[src/rtl/fetch_unit.sv]
// rtl/fetch_unit.sv - instruction fetch unit: PC sequencer, in-order slot buffer, redirect drain.
// Optional FETCH_BYPASS_EN: forward a RUN response straight to decode when no slot is filled.
module fetch_unit #(
  parameter int              ADDR_W   = 32,
  parameter int              DATA_W   = 32,
  parameter int              DEPTH    = 4,
  parameter logic [ADDR_W-1:0] RESET_PC = '0
) (
  input  logic              clk,
  input  logic              rst,
  input  logic              redirect_en,
  input  logic [ADDR_W-1:0] redirect_pc,
  output logic              imem_req,
  output logic [ADDR_W-1:0] imem_addr,
  input  logic              imem_gnt,
  input  logic              imem_rvalid,
  input  logic [DATA_W-1:0] imem_rdata,
  output logic              out_valid,
  input  logic              out_ready,
  output logic [DATA_W-1:0] out_instr,
  output logic [ADDR_W-1:0] out_pc
);

  localparam int PW = $clog2(DEPTH);
  localparam int CW = PW + 1;

  typedef enum logic {RUN, DRAIN} state_t;

  state_t            state_q;
  logic [ADDR_W-1:0] pc_q;
  logic [CW-1:0]     outst_q, used_q, outst_d;
  logic [PW-1:0]     alloc_q, fill_q, rd_q;
  logic [DEPTH-1:0]  filled_q, filled_d;
  logic [ADDR_W-1:0] slot_pc_q    [DEPTH];
  logic [DATA_W-1:0] slot_instr_q [DEPTH];

  logic run, head_filled, rsp_ok, grant, fill_en, bypass, transfer;

  assign run         = (state_q == RUN);
  assign head_filled = filled_q[rd_q];
  // Responses with nothing outstanding are protocol errors and are ignored.
  assign rsp_ok      = imem_rvalid && (outst_q != '0);
  assign imem_req    = rst && run && (used_q != CW'(DEPTH)) && !redirect_en;
  assign imem_addr   = pc_q;
  assign grant       = imem_req && imem_gnt;

`ifdef FETCH_BYPASS_EN
  assign bypass = rst && rsp_ok && run && !redirect_en && !head_filled && out_ready;
`else
  assign bypass = 1'b0;
`endif

  assign fill_en   = rsp_ok && run && !redirect_en && !bypass;
  assign out_valid = head_filled || bypass;
  assign transfer  = out_valid && out_ready;
  // With no filled slot the bypassed response belongs to the oldest reserved slot.
  assign out_instr = head_filled ? slot_instr_q[rd_q] : (bypass ? imem_rdata : '0);
  assign out_pc    = head_filled ? slot_pc_q[rd_q] : (bypass ? slot_pc_q[fill_q] : '0);
  assign outst_d   = outst_q + CW'(grant) - CW'(rsp_ok);

  always_comb begin
    filled_d = filled_q;
    if (fill_en) filled_d[fill_q] = 1'b1;
    if (transfer && head_filled) filled_d[rd_q] = 1'b0;
  end

  always_ff @(posedge clk or negedge rst) begin
    if (!rst) begin
      state_q  <= RUN;
      pc_q     <= RESET_PC;
      outst_q  <= '0;
      used_q   <= '0;
      alloc_q  <= '0;
      fill_q   <= '0;
      rd_q     <= '0;
      filled_q <= '0;
    end else begin
      outst_q <= outst_d;
      if (redirect_en) begin
        pc_q     <= redirect_pc;
        used_q   <= '0;
        alloc_q  <= '0;
        fill_q   <= '0;
        rd_q     <= '0;
        filled_q <= '0;
        state_q  <= (outst_d != '0) ? DRAIN : RUN;
      end else begin
        if (grant) begin
          pc_q    <= pc_q + ADDR_W'(1);
          alloc_q <= alloc_q + PW'(1);
        end
        if (fill_en || bypass) fill_q <= fill_q + PW'(1);
        if (transfer) rd_q <= rd_q + PW'(1);
        used_q   <= used_q + CW'(grant) - CW'(transfer);
        filled_q <= filled_d;
        if (!run && (outst_d == '0)) state_q <= RUN;
      end
    end
  end

  // Slot payloads need no reset: out_* are gated by the filled bits.
  always_ff @(posedge clk) begin
    if (grant)   slot_pc_q[alloc_q]   <= pc_q;
    if (fill_en) slot_instr_q[fill_q] <= imem_rdata;
  end

endmodule

[config.mk]
export PLATFORM = sky130hd
export DESIGN_NAME = fetch_unit
export DESIGN_NICKNAME = d
export VERILOG_FILES = /design/src/rtl/fetch_unit.sv
export SDC_FILE = /design/constraint.sdc
export NUM_CORES = 1
export LEC_CHECK = 0
export CORE_UTILIZATION = 50
export CTS_BUF_LIST = sky130_fd_sc_hd__clkbuf_8 sky130_fd_sc_hd__clkbuf_16
export DETAILED_ROUTE_END_ITERATION = 8
export PLACE_DENSITY = 0.76
export SLEW_MARGIN = 20
export SYNTH_ARGS = -nofsm -noshare
export SYNTH_HDL_FRONTEND = slang
export SYNTH_SLANG_ARGS = --single-unit
export TNS_END_PERCENT = 30
[constraint.sdc]
create_clock -name clk -period 2.9 [get_ports clk]
set_clock_uncertainty 0.05 [all_clocks]
set_input_delay 0.725 -clock clk [delete_from_list [all_inputs] [get_ports clk]]
set_output_delay 0.725 -clock clk [all_outputs]
set_load 0.02 [all_outputs]
==> flow_results.org, run 1 <==
** Finish
- The post-route netlist has 28.1% of its cells at a drive strength greater than 1.
- The repair_antennas step left the layout with diodes totalling 0.
- Layout-stage area growth over the synthesis result :: 29.8%
- Counting the fill cells in the layout gives 1659.
- Reg area :: 8920 um2
- Post-layout net count :: 1035
- Total area of multi-input combinational cells :: 3700 um2
- Summing all non-filler instances in the final layout gives an area of 16400 um2.
- At the end of the flow the core is filled with cells to 66.9%.

** Drt
- The detail route stage leaves a number of antenna-violating nets equal to 0.
- The first detailed-routing pass took 5 iterations.
- Routed wire length :: 28400 um
- Average via count per standard cell :: 5.65
- Wirelength per Cell :: 21.9 um
- DRC marker count from the first detailed-route iteration :: 492
- Final routed DRC violation total :: 0
- Number of vias in the routed layout :: 7309

** Synth
- Number of synthesized flops with an enable pin :: 256
- After synthesis, the largest area contributor takes up 60.8% of total cell area.
- Ranked by total cell area, the synthesized netlist is headed by edfxtp_1 61%, mux4_2 11%, dfrtp_1 9.7%.
- Most frequent cell after synthesis :: edfxtp_1
- In the synthesized netlist the dominant register cell turns out to be edfxtp_1.
- By count the netlist is led by 256 x edfxtp_1, 73 x nor2b_1, 64 x mux4_2.
- Cell type with the highest aggregate area in the netlist :: edfxtp_1
- Unique masters post-synth :: 55
- Number of synthesis warnings :: 0
- Yosys reg bits :: 305
- After synthesis the cells add up to 12600 um2.
- Syn nets :: 820
- Syn_area_per_cell :: 17.3 um2
- Of all flip-flops after synthesis, the portion carrying an async set or reset was 16.1%.
- Number of instances in the synthesized netlist :: 731
- Of the synthesized area, sequential elements account for 70.5%.

** Critical path
- By startpoint and endpoint, the worst setup path is classified as flip-flop to output port.
- Required time worst endpoint :: 2120 ps
- The startpoint identified for the worst register-to-register timing path is rd_q[0]$_DFFE_PN0P_.
- Worst Setup Start Kind :: flip-flop
- Reg2reg end :: used_q[2]$_DFF_PN0_
- Worst Setup End Kind :: output port
- Of all nets on the critical path, the largest fanout is 5.
- Slack of the worst reg-to-reg path :: 170 ps
- The number of cells on the worst reg-to-reg path is 12.
- Arr. time, crit path :: 2220 ps

** GRT
- The via count of the first global-routing pass is 7382.
- Global routing used 22.2% of the available tracks.
- Entering global routing, the biggest net connects 56 pins.
- Number of antenna violations at the first check in global routing :: 1
- After global routing the overflow that remains totals 0.
- The first global-routing pass estimated 43300 um of wire.

** CTS
- The number of clock buffers added by TritonCTS is 31.
- After clock tree synthesis, the clock-pin slew on the worst setup and hold paths is 60 ps.
- Clock network latency to the later pin of the worst-skew pair :: 550 ps
- Htree depth :: 1
- CTS root buf :: clkbuf_16
- CTS Hold Buffers Added :: 0
- TritonCTS built the clock tree.
- Buffers from clock root to sink, at most :: 3
- Clock sink count :: 305

** STA
- In the finished design, the share of the clock period the worst path needs comes to 103%.
- Final critical-path required period :: 2990 ps
- Setup-failing EPs final :: 58
- Timing would allow up to 0.334 GHz.
- Setup TNS :: -2760 ps
- The number of endpoints with negative hold slack in the final report was 0.
- Setup slack on the critical path of the routed design comes to -92.0 ps.
- The total count of max-transition violations in the final report came to 0.
- Relative slew margins :: 37.1%
- Transition time of the tightest slew-check pin :: 940 ps
- Worst Hold Margin :: 342 ps
- Setup repair after global routing could not meet its margin everywhere.

** Floorplan
- Overall die width :: 161 um
- The die is 161 um tall.
- Site Rows :: 57
- I/O pin cnt :: 168
- For this configuration, the core starts out at a cell density of 51.6%.
- Full die area :: 25900 um2
- Core Area :: 24500 um2

** Power and ir drop
- IR analysis of the VDD net gives a maximum drop of 0.000357 V.
- In this run the static leakage power is 5.81 nW.
- Power per standard cell area :: 664 nW/um2
- Power comes to 0.0109 W.

** Placement
- Number of buffer cells added on primary ports :: 167
- GPL Wtd Cong :: 0.761
- Summed over all nets, the half-perimeter wirelength after detailed placement is 16700 um.
- Placed cell areas :: 15000 um2

** Run status
- The flow ran to the end, but the final reports show violations.
- Violations in the final reports :: negative setup slack

** Hold path
- The tightest min-delay check is of the input pin to async pin type.

** Run
- Number of max-capacitance violations reported :: 0
[kinds of logic after synthesis]
logic type | Yosys count | share of synthesized area [%]
flops | 305 | 70.5
simple gates | 208 | 9.55
mux | 71 | 12.0
compound gates | 58 | 3.15
buf+inv | 56 | 1.89
fa+ha+maj | 19 | 2.00
xor+xnor | 14 | 0.970
[layout make-up]
cell class	count	share of cell area, %
Clock buffer	34	4.98
Clock inverter	23	1.16
Inverter	20	0.457
Multi-Input combinational cell	370	22.5
Sequential cell	305	54.3
Tap cell	324	2.47
Timing Repair Buffer	218	14.1
[report_power, final]
group          total (W)  internal (W)  leakage (nW)  switching [W]
logic            0.00186      0.000943          2.36       0.000917
registers        0.00516       0.00496          2.92       0.000195
clock network    0.00388       0.00228         0.531        0.00160
[cell usage in the layout (no fill, tap or decap), drive strengths merged, types with 5 or more instances in the layout]
cell type	n
edfxtp	256
buf	116
clkdlybuf4s50	99
nor2b	73
mux4	64
dfrtp	49
nand2	37
clkbuf	35
inv	31
nand3	24
nor2	21
o21ai	19
ha	17
nor3	13
xnor2	11
o211ai	9
nand4	8
clkinv	8
and2	8
mux2i	5
[worst max-delay path by stage]
stage / startpoint / slack [ps] / depth (start not counted) / end
after global placement: imem_gnt / -120 / 11 / state_q$_DFFE_PN0P_
after global routing: rd_q[0]$_DFFE_PN0P_ / -160 / 6 / out_instr[24]
final: rd_q[0]$_DFFE_PN0P_ / -90 / 6 / out_instr[24]
after detailed placement: imem_gnt / -160 / 11 / state_q$_DFFE_PN0P_
after floorplan: redirect_en / -60 / 6 / slot_pc_q[0][0]$_DFFE_PP_
after CTS: rd_q[0]$_DFFE_PN0P_ / -110 / 6 / out_pc[14]
[flip-flops by register name (all words and copies together), names as in the netlist]
register      count
alloc_q           2
fill_q            2
filled_q          4
imem_addr        32
outst_q           3
rd_q              2
slot_instr_q    128
slot_pc_q       128
state_q           1
used_q            3
[worst max-delay path, stage by stage (launching register included)]
cell and delay (ps):
dfrtp_4 500, buf_12 150, buf_12 140, buf_16 140, mux4_2 460, nor2b_4 150, buf_6 130
[routing by layer]
layer | up-vias | GRT usage, % | share of wire, %
met5 | - | 0 | 0
met2 | 251 | 36.6 | 50
met4 | 0 | 6.30 | 2.1
li1 | 3276 | - | -
met1 | 3742 | 31.1 | 42
met3 | 40 | 3.34 | 5.3
[per-stage QoR]
step                      cells  setup WS (ps)
after floorplan             731          -60.1
after global placement     1220           -124
after detailed placement   1220           -160
after CTS                  1294           -108
after global routing       1294           -158
final                      1294          -92.0
[timing repair]
item                       CTS  global route
setup endpoints to repair   65            65
cloned                       8             0
setup buffers               10             1
resized for setup          346            49
No activity file was read; power rests on OpenSTA's default activity.
==> inputs of run 2 (changes only) <==
CORE_UTILIZATION = 25   (was 50)
PLACE_DENSITY = unset   (was 0.76)
SETUP_SLACK_MARGIN = 0.1   (was unset)
==> run 2 against run 1 <==
- the run still ends with negative setup slack left
- non-clock buffer count increased by 5
- combinational power increased by 12%
- highest routed layer unchanged
- final area rose by 6.0%
==> flow_results.org, run 2 (synthesis gave the netlist of run 1 again) <==
** Drt
- The routed length per placed instance is 19.4 um (-11%).
- DRT Pass-1 Iters :: 4 (-1)
- The detailed route wirelength on metal3 is 1800 um (+19%).
- Total length of routed met2 wires :: 15400 um (+8.3%)
- The number of design-rule violations left by the first detailed-router iteration is 500 (+1.6%).
- The number of vias per cell was 4.40 (-22%).
- Number of antenna-violating nets in the routed design :: 0 (unchanged)
- The number of vias after detailed routing is 7286 (-0.31%).
- Routed metal-1 wire length :: 14300 um (+19%)
- Routed wire length :: 32200 um (+13%)
- Final routed DRC violation total :: 0 (unchanged)
- Top routing layer used :: met4

** GRT
- Number of antenna violations at the first check in global routing :: 0 (-1)
- The via count of the first global-routing pass was 7482 (+1.4%).
- The first-pass GRT wire length came to 47200 um (+9.0%).
- The combined global-route utilization of all metal layers was 12.5% (-9.7 points).
- Pin count of the biggest net entering global routing :: 68 (+21%)
- Overall overflow remaining after global route :: 0 (unchanged)

** STA
- The post-layout minimum cycle time came to 2980 ps (-15.6 ps).
- The total count of max-transition violations in the final report is 0 (unchanged).
- The final count of negative-setup-slack endpoints is 35 (-40%).
- The relative max-transition margin was 53.0% (+16 points).
- Setup TNS :: -1270 ps (+1490 ps)
- The worst hold-check slack is 277 ps (-64.8 ps).
- Setup repair after global routing could not meet its margin everywhere.
- Fmax achieved :: 0.336 GHz (+0.53%)
- The number of endpoints with negative hold slack in the final report was 0 (unchanged).
- Transition time of the tightest slew-check pin :: 705 ps (-235 ps)
- The least setup slack across all paths after layout was -76.3 ps (+15.6 ps).
- The portion of the clock cycle consumed by the worst path in the final layout is 103% (-0.54 points).

** Floorplan
- Vertical extent of the die :: 227 um (+41%)
- The core region area came to 50100 um2 (+100%).
- The number of standard-cell rows in the floorplan was 82 (+44%).
- Starting utilization of the core area :: 25.3% (-26 points)
- I/O pin cnt :: 168 (unchanged)
- The horizontal die dimension came to 227 um (+41%).
- Full die area :: 51500 um2 (+99%)

** CTS
- CTS root buf :: clkbuf_16
- The latest clock arrival within the worst-skew pair was 540 ps (about the same).
- Buffers from clock root to sink, at most :: 3 (unchanged)
- Clock sink count :: 305 (unchanged)
- Worst-path clk slew :: 60 ps (about the same)
- CTS tree :: built
- Number of buffers inserted during clock tree synthesis :: 36 (+16%)
- The quantity of hold-fixing buffers added after cts was 0 (unchanged).
- The number of H-tree levels is 2 (+1).

** Critical path
- Critical path's most frequent cell :: buf_12
- Arr. time, crit path :: 2200 ps (-20 ps)
- Worst Setup End Kind :: output port
- The maximum fanout encountered on the critical timing path came to 7 (+2).
- Family with the most delay on the worst path :: buffers and inverters
- The required time of the critical path was 2120 ps (about the same).
- Count of buffer and inverter cells on the critical path :: 4 (unchanged)
- The highest cell delay on the worst timing path was 520 ps (+20 ps).
- Cell breakdown of the critical path :: buf_12, buf_12, buf_16, mux4_2, nor2b_1, buf_4
- Cell type of the slowest stage on the worst timing path :: dfrtp_4
- The critical path is of the flip-flop to output port type.
- Worst Setup Start Kind :: flip-flop

** Placement
- GPL Wtd Cong :: 0.749 (-1.6%)
- The count of input and output buffers came to 167 (unchanged).
- The half-perimeter wire length after detailed placement came to 20500 um (+23%).

** Finish
- Highest-count cells in the layout ignoring fill and taps :: 256 x edfxtp_1, 99 x clkdlybuf4s50_1, 64 x mux4_2
- Fraction of final layout cells sized beyond drive strength 1 :: 31.7% (+3.6 points)
- Most common cell after layout, fill and taps aside :: edfxtp_1
- Diode count :: 0 (unchanged)
- Layout-stage area growth over the synthesis result :: 37.6%
- Post-layout net count :: 1045 (+0.97%)

** Power and ir drop
- The power per unit of standard cell area is 668 nW/um2 (+0.60%).
- The maximum resistive drop on vdd was 0.000307 V (-14%).
- The standby leakage power is 5.99 nW (+3.0%).

** Run status
- Violations in the final reports :: negative setup slack
- Result of the run :: finished with violations

** Hold path
- In this run the worst hold path is classified as input pin to async pin.

** Run
- The number of maximum-capacitance violations is 0 (unchanged).
[run 2: final timing paths]
check	startpoint	end	slack, ps	cells past startpoint
min in group clk	alloc_q[0]$_DFFE_PN0P_	alloc_q[0]$_DFFE_PN0P_	510	1
max in group asynchronous	rst	rd_q[0]$_DFFE_PN0P_	1730	3
min	rst	imem_addr[8]$_DFFE_PN0P_	280	2
max	rd_q[0]$_DFFE_PN0P_	out_instr[23]	-80	6
min reg2reg	alloc_q[0]$_DFFE_PN0P_	alloc_q[0]$_DFFE_PN0P_	510	1
max reg2reg	rd_q[0]$_DFFE_PN0P_	used_q[2]$_DFF_PN0_	140	12
[run 2: routing by layer]
layer  up-vias  global-route usage, %
met5         -                      0
met4         0                   3.40
met3        41                   3.11
met2       208                   20.4
met1      3742                   16.5
li1       3295                      -
[run 2: layout make-up]
class,count,area (um2)
Timing Repair Buffer,223,2550
Clock inverter,29,256
Tap cell,672,841
Fill cell,4861,32700
Sequential cell,305,8920
Multi-Input combinational cell,370,3850
Clock buffer,36,901
Inverter,20,75.1
[run 2: metrics by stage]
step	std cells	utilization [%]	total power, W	cell area (um2)	setup WS [ps]
2_1_floorplan	731	-	0.00610	12600	-60.1
3_3_place_gp	1573	31.0	0.00694	15500	-141
3_5_place_dp	1573	31.0	0.00698	15500	-199
4_1_cts	1650	33.5	0.0115	16800	-234
5_1_grt	1655	34.7	0.0121	17400	-146
6_report	1655	34.7	0.0116	17400	-76.3
[run 2: timing repair]
action	4_1_cts	5_1_grt
gates cloned	4	2
buffers inserted	8	5
pin swaps	0	1
gates resized for setup	237	153
endpoints found under the hold margin	0	0
endpoints found under the setup margin	66	67
[run 2: worst register-to-register path: stages, from the launching register on]
cell and delay (ps):
dfrtp_4 520, buf_6 140, mux2_4 370, buf_4 230, nor2_4 120, ha_1 230
inv_1 50, ha_1 120, inv_1 40, fa_1 400, xor2_2 160, xnor2_1 130
nor2_1 50
[run 2: power breakdown]
part	internal [W]	switching [W]	total, W	leakage [nW]
clock	0.00256	0.00181	0.00437	0.570
combinational	0.00108	0.00100	0.00208	2.50
sequential	0.00496	0.000203	0.00517	2.92
total	0.00860	0.00302	0.0116	5.99
